[config.mk]
export PLATFORM = sky130hd
export DESIGN_NAME = shift_pipe
export DESIGN_NICKNAME = d
export VERILOG_FILES = /design/src/rtl/shift_pipe.sv
export SDC_FILE = /design/constraint.sdc
export NUM_CORES = 1
export LEC_CHECK = 0
export CORE_UTILIZATION = 55
export DETAILED_ROUTE_END_ITERATION = 8
export PLACE_DENSITY = 0.88
export SLEW_MARGIN = 20
export SYNTH_ARGS = -nofsm -noshare
export SYNTH_HDL_FRONTEND = slang
export SYNTH_SLANG_ARGS = --single-unit
[constraint.sdc]
create_clock -name clk -period 1.82 [get_ports clk]
set_clock_uncertainty 0.05 [all_clocks]
set_input_delay 0.364 -clock clk [delete_from_list [all_inputs] [get_ports clk]]
set_output_delay 0.364 -clock clk [all_outputs]
set_load 0.02 [all_outputs]
[src/rtl/shift_pipe.sv]
// Pipelined barrel shifter/rotator: one binary shift step per register stage,
// all stages advancing together under a single stall signal.
module shift_pipe #(
    parameter int unsigned WIDTH = 8
) (
    input  logic                     clk,
    input  logic                     rst_n,
    input  logic                     in_valid,
    output logic                     in_ready,
    input  logic [WIDTH-1:0]         din,
    input  logic [$clog2(WIDTH)-1:0] shamt,
    input  logic [2:0]               op,
    output logic                     out_valid,
    input  logic                     out_ready,
    output logic [WIDTH-1:0]         dout,
    output logic                     carry,
    output logic                     zero,
    output logic                     err
);

    localparam int unsigned SHW = $clog2(WIDTH);

    localparam logic [2:0] OP_SLL = 3'd0;
    localparam logic [2:0] OP_SRL = 3'd1;
    localparam logic [2:0] OP_SRA = 3'd2;
    localparam logic [2:0] OP_ROL = 3'd3;
    localparam logic [2:0] OP_ROR = 3'd4;

    typedef struct packed {
        logic             valid;
        logic [2:0]       op;
        logic [SHW-1:0]   shamt;
        logic [WIDTH-1:0] data;
        logic             carry;
        logic             err;
        logic             zero;
    } stage_t;

    logic   advance;
    stage_t head;
    stage_t tail;

    // Every stage moves only when the output slot is empty or being drained.
    assign advance  = !out_valid || out_ready;
    assign in_ready = advance;

    // Operation as offered; illegal ops are flagged here and never shifted.
    always_comb begin
        head       = '0;
        head.valid = in_valid;
        head.op    = op;
        head.shamt = shamt;
        head.data  = din;
        head.err   = (op > OP_ROR);
    end

    for (genvar i = 0; i < SHW; i++) begin : g_stage
        localparam int unsigned K  = 1 << i;
        localparam int unsigned HI = WIDTH - K;

        stage_t           src;
        stage_t           nxt;
        stage_t           q;
        logic [WIDTH-1:0] rot;

        if (i == 0) begin : g_first
            assign src = head;
        end else begin : g_next
            assign src = g_stage[i-1].q;
        end

        // Carry always tracks the most recent bit pushed out, so the last
        // active stage leaves exactly the bit the full shift would drop.
        always_comb begin
            nxt = src;
            rot = '0;
            if (src.shamt[i] && !src.err) begin
                case (src.op)
                    OP_SLL: begin
                        nxt.data  = src.data << K;
                        nxt.carry = src.data[HI];
                    end
                    OP_SRL: begin
                        nxt.data  = src.data >> K;
                        nxt.carry = src.data[K-1];
                    end
                    OP_SRA: begin
                        nxt.data  = WIDTH'($signed(src.data) >>> K);
                        nxt.carry = src.data[K-1];
                    end
                    OP_ROL: begin
                        rot       = (src.data << K) | (src.data >> HI);
                        nxt.data  = rot;
                        nxt.carry = rot[0];
                    end
                    OP_ROR: begin
                        rot       = (src.data >> K) | (src.data << HI);
                        nxt.data  = rot;
                        nxt.carry = rot[WIDTH-1];
                    end
                    default: ;
                endcase
            end
            nxt.zero = (nxt.data == '0);
        end

        always_ff @(posedge clk) begin
            if (!rst_n) begin
                q <= '0;
            end else if (advance) begin
                q <= nxt;
            end
        end
    end

    assign tail      = g_stage[SHW-1].q;
    assign out_valid = tail.valid;
    assign dout      = tail.data;
    assign carry     = tail.carry;
    assign zero      = tail.zero;
    assign err       = tail.err;

    // Control fields have no consumer once the final stage is reached.
    logic unused_ctl;
    assign unused_ctl = ^{tail.op, tail.shamt};

endmodule

==> results of run 1 <==
[registers in the layout, indices dropped and copies added (netlist names)]
name,cells
g_stage.q,31
dout,8
carry,1
err,1
out_valid,1
zero,1
[routing by layer]
| layer | GRT usage [%] | vias to the layer above |
|---|---|---|
| li1 | - | 1210 |
| met1 | 32.6 | 1168 |
| met2 | 45.7 | 72 |
| met3 | 4.94 | 22 |
| met4 | 15.4 | 0 |
| met5 | 0 | - |
[layout make-up]
type | instances | area share (%)
tap | 52 | 2.07
multi-input combinational | 239 | 48.4
clock inverter | 3 | 1.40
inverter | 3 | 0.359
clock buffer | 5 | 2.19
timing repair buffer | 62 | 18.0
sequential | 43 | 27.5
[how the worst max path moves through the flow]
| stage | cells after the start | start | slack (ns) | to |
|---|---|---|---|---|
| finish | 5 | g_stage[1].q[15] | 0.11 | zero |
| global placement | 5 | op[1] | -0.20 | g_stage[0].q[4] |
| detailed placement | 5 | op[1] | -0.25 | g_stage[0].q[2] |
| global route | 5 | g_stage[1].q[15] | 0.004 | zero |
| CTS | 4 | g_stage[1].q[14] | 0.03 | dout[3] |
| floorplan | 6 | out_valid | 0.18 | g_stage[0].q[4] |
[stage by stage]
step	worst slack [ns]	total power (µW)	cells	setup TNS (ns)
floorplan	0.185	1390	310	0
global placement	-0.196	1560	399	-1.29
detailed placement	-0.249	1580	399	-1.70
CTS	0.0284	2330	407	0
global route	0.00399	2430	407	0
finish	0.109	2330	407	0
[worst min-delay path: stages, from the launching register on]
cell and delay, ns:
dfxtp_1 0.31, nand2_1 0.05, a21boi_1 0.05
[cell usage in the layout (no fill, tap or decap), types with 8 or more instances in the layout]
cell / Yosys / final
nor2_1: 16 / 16
mux2i_1: 15 / 15
buf_4: 0 / 31
nand3_1: 8 / 8
o21ai_0: 14 / 13
o211ai_1: 18 / 18
clkdlybuf4s50_1: 0 / 28
a21boi_0: 28 / 28
dfxtp_1: 43 / 41
a21oi_1: 14 / 13
nand2_1: 62 / 62
[power groups by stage]
stage	logic [µW]	clock network, µW	registers, µW
floorplan	288	0	1100
global placement	469	0	1100
detailed placement	482	0	1100
CTS	489	764	1080
global route	541	797	1090
finish	495	757	1080
[cell usage after synthesis (2+ instances only)]
cell and count:
and3b_1 2, nor3b_1 5, o2111ai_1 2, o211ai_1 18, o221ai_1 3, o22ai_1 4, a21boi_1 2, clkbuf_1 16
inv_1 3, a21o_1 2, nand2_1 62, a21oi_1 14, a21boi_0 28, mux2_2 2, o21a_1 3, nor2_1 16
o21ai_0 14, a211oi_1 3, nor2b_1 6, and3_1 2, a221oi_1 5, dfxtp_1 43, mux2i_1 15, nand3_1 8
buf_2 5
[kinds of logic after synthesis]
| logic type | count (synthesis) | share of synthesized area [%] |
|---|---|---|
| mux | 17 | 6.88 |
| buf+inv | 28 | 5.83 |
| xor+xnor | 3 | 2.09 |
| simple gates | 111 | 20.7 |
| compound gates | 108 | 30.2 |
| flops | 43 | 34.3 |
==> out/summary.txt, run 1 <==
Status: complete, no violations
DRT Pass-1 Iters: 4
WL met2: 3100 µm
Mapped cell area: 2510 µm²
Startpoint types: register
Post-CTS sizing: 0
Input/output buffers: 30
Via count: 2472
Synth warn: 0
Max-slew violation count: 0
Hpwl dp: 4370 µm
Core footprint: 4380 µm²
Maximum VDD drop: 0.000472 V
Multi-input gate area: 1520 µm²
Reg2reg setup slack: 0.11 ns
Die Wd: 69.6 µm
Switching Power: 660 µW
Sw Share: 28.3%
Clock power frac: 32.4%
Syn avg cell area: 8.10 µm²
WL met1: 2700 µm
R2r startpoint: g_stage[1].q[15]
Syn_nets: 328
Max Clock Freq: 584 MHz
Highest metal used: met4
H-tree lvl count: 2
Cell Rows: 24
Critical Path AT: 1.90 ns
Pwr dens: 743 nW/µm²
Design Area, Final: 3140 µm²
Sequential Area: 863 µm²
Worst slew margin: 68.7%
Period utilization: 94.0%
Die Y: 69.6 µm
First-pass GRT wire length: 10600 µm
Nets: 372
Max-cap violation count: 0
Synth cell types: 52
Min-delay src: dout[5]
GR Util All Layers: 27.2%
Hold path cells: 2
Final hold slack: 0.406 ns
RSZ-0062 raised after global routing: false
# diodes: 0
Hold Vio Cnt, Final: 0
Root Driver: clkbuf_8
Crit path cell chain: or3_2, and3_2, o41ai_1, o221ai_1, o21ai_1
Post-Synthesis Cells: 310
CTS Buf Count: 5
Starting DRT DRC Count: 212
Hold Buf Count CTS: 0
Kind of cell adding the most delay to the critical path: simple AND/OR/NAND/NOR gates
Sequential-to-total area share from yosys stat: 34.3%
Seq pwr share: 46.4%
Top Ports: 31
Combinational Power Share: 21.2%
Worst-path clk slew: 0.09 ns
Number of synthesized flops with an enable pin: 0
Post-DRT Antenna Nets: 0
Ys async rst share: 0%
Final GP Congestion: 0.862
Layout area overhead: 25.0%
Setup crit end kind: register
Drt drc: 0
R2r worst-path depth: 5
Vias per cell: 6.07
Placed inst area: 3010 µm²
Internal power: 1670 µW
Vias in the first global route: 2324
Clock Path Buffers: 2
Drt total wl: 6270 µm
CP max-delay cell: or3_2
CP required: 2.01 ns
RR Endpoint: zero
Yosys top cell by area: dfxtp_1
Top FF cell, synth: dfxtp_1
Fillers: 353
Slew @ Worst Pin: 0.464 ns
WP buf/inv: 0
Slowest stage delay, CP: 0.45 ns
Synth area leaders: dfxtp_1, nand2_1, a21boi_0
Min Clock Period, post-route: 1.71 ns
Die ar.: 4840 µm²
Met3 Wirelength: 244 µm
Worst-skew pair later-pin latency: 0.30 ns
Crit Path Class: reg -> reg
TritonCTS clock tree: done
CP Max Fanout: 7
Leak: 0.00119 µW
Initial core utilization: 57.2%
HP Class: reg -> reg
Initial antenna violation count: 0
Setup bufs post-CTS: 0
Clock Sinks: 43
Total grt overflow: 0
Wirelength per Cell: 15.4 µm
Proportion of netlist area held by the largest area contributor: 34.3%
Largest net degree at the start of global routing: 35
Final core utilization: 71.6%
Hold-critical path endpoint: dout[5]
Share of cells above drive strength 1: 16.3%
# setup viols final: 0
Synth Register Bits: 43
(Power assumes the default switching activity.)
==> run 2: changes to the inputs <==
CORE_UTILIZATION = 50   (was 55)
PLACE_DENSITY = 0.85   (was 0.88)
clock period = 1.5 ns   (was 1.82 ns; I/O delays follow)
==> out/summary.txt, run 2 (synthesized netlist as in run 1, its figures left out) <==
Max Clock Freq: 623 MHz (+6.6%)
Final GP Congestion: 0.890 (+3.3%)
RSZ-0062 raised after global routing: true
H-tree lvl count: 2 (unchanged)
Initial core utilization: 52.4% (-4.8 points)
Crit Path Class: reg -> reg
DRT Pass-1 Iters: 6 (+2)
Core footprint: 4790 µm² (+9.2%)
Largest net degree at the start of global routing: 45 (+29%)
Setup WS post-layout: -0.106 ns (-0.214 ns)
Post-Place Cells: 429 (+7.5%)
Maximum VDD drop: 0.000545 V (+16%)
Fillers: 374 (+5.9%)
Crit path cell chain: buf_4, o21ai_2, a21oi_1, nand2_1, a2111o_1, o21ai_1
First-pass GRT wire length: 10700 µm (+0.59%)
GR Util All Layers: 26.0% (-1.2 points)
Design Power: 3060 µW (+31%)
Setup crit end kind: register
Clock Sinks: 43 (unchanged)
Die Y: 72.9 µm (+4.7%)
CP required: 1.70 ns (-0.31 ns)
Critical Path AT: 1.80 ns (-0.10 ns)
Period utilization: 107% (+13 points)
Drt drc: 0 (unchanged)
TritonCTS clock tree: done
Design Area, Final: 3390 µm² (+8.1%)
Post-DRT Antenna Nets: 0 (unchanged)
Pwr dens: 902 nW/µm² (+21%)
Root Driver: clkbuf_8
Worst-path clk slew: 0.08 ns (about the same)
HP Class: reg -> reg
Commonest non-fill, non-tap cells in the layout: nand2_1, buf_4, dfxtp_1
Slew @ Worst Pin: 0.355 ns (-0.109 ns)
Nets: 391 (+5.1%)
Starting DRT DRC Count: 207 (-2.4%)
Vias in the first global route: 2274 (-2.2%)
Max-slew violation count: 0 (unchanged)
Worst-skew pair later-pin latency: 0.30 ns (about the same)
Cell Rows: 25 (+4.2%)
Max-cap violation count: 0 (unchanged)
Hold Buf Count CTS: 0 (unchanged)
Share of cells above drive strength 1: 24.9% (+8.5 points)
Leak: 0.00136 µW (+15%)
Wirelength per Cell: 15.2 µm (-1.6%)
CTS Buf Count: 5 (unchanged)
Worst slew margin: 76.3% (+7.6 points)
Final hold slack: 0.400 ns (-0.00641 ns)
Initial antenna violation count: 0 (unchanged)
CP max-delay cell: a2111o_1
Top Ports: 31 (unchanged)
Die ar.: 5310 µm² (+9.7%)
Layout area overhead: 35.2%
Clock Path Buffers: 2 (unchanged)
Input/output buffers: 30 (unchanged)
Fin cells: 441 (+8.4%)
Drt total wl: 6680 µm (+6.6%)
Largest register FFs: 31 (unchanged)
Via count: 2573 (+4.1%)
Largest reg by FF count: g_stage.q
Startpoint types: register
Hpwl dp: 4660 µm (+6.6%)
# setup viols final: 2 (+2)
Slowest stage delay, CP: 0.41 ns (-0.04 ns)
Hold Vio Cnt, Final: 0 (unchanged)
CP Max Fanout: 7 (unchanged)
# diodes: 0 (unchanged)
Die Wd: 72.9 µm (+4.7%)
Status: finished with violations
Vias per cell: 5.83 (-3.9%)
Total grt overflow: 0 (unchanged)
Min Clock Period, post-route: 1.61 ns (-0.106 ns)
Placed inst area: 3160 µm² (+5.1%)
Failing checks: negative setup slack
Most common cell after layout, fill and taps aside: nand2_1
[run 2: power by group]
part	internal (µW)	switching, µW
clock	664	414
combinational	356	324
sequential	1220	85.4
total	2240	823
[run 2: what timing repair did]
action | CTS | global route
pin swaps | 2 | 11
buffers inserted | 1 | 2
gates resized for setup | 36 | 28
endpoints found under the setup margin | 34 | 28
gates cloned | 0 | 1
[run 2: worst max-delay path, delay by kind of cell, from the launching register on]
kind            cells  cell delay [ns]
compound gates      4             0.89
simple gates        1             0.09
buf+inv             1             0.12
flops               1             0.39
[run 2: metal layers]
| layer | share of wire, % | global-route usage (%) | vias up |
|---|---|---|---|
| met5 | 0 | 0 | - |
| met4 | 2.1 | 10.2 | 0 |
| met3 | 5.6 | 3.87 | 16 |
| li1 | - | - | 1252 |
| met1 | 43 | 33.3 | 1209 |
| met2 | 49 | 44.0 | 96 |
[run 2: area by class of cell]
cell class,count,area [µm²],share of cell area (%)
well taps,67,83.8,2.47
flip-flops and latches,43,880,25.9
multi-input cells,239,1590,46.7
inverters,3,11.3,0.332
repair buffers,81,697,20.5
clock inverters,3,67.6,1.99
clock buffers,5,68.8,2.03
[run 2: path summary, 6_finish.rpt]
path,startpoint,to,slack [ns],cells after the start
worst max-delay path,g_stage[1].q[14],zero,-0.11,6
worst min-delay path,dout[5],dout[5],0.40,2
worst max register to register,g_stage[1].q[14],zero,-0.11,6
worst min register to register,dout[5],dout[5],0.40,2
[run 2: metrics by stage]
step	TNS [ns]	utilization [%]	setup slack, ns
after floorplan	-0.167	-	-0.0696
after global placement	-10.45	66.0	-0.446
after detailed placement	-12.14	66.0	-0.523
after CTS	-0.183	69.7	-0.101
after global routing	-0.676	70.9	-0.181
final	-0.176	70.9	-0.106
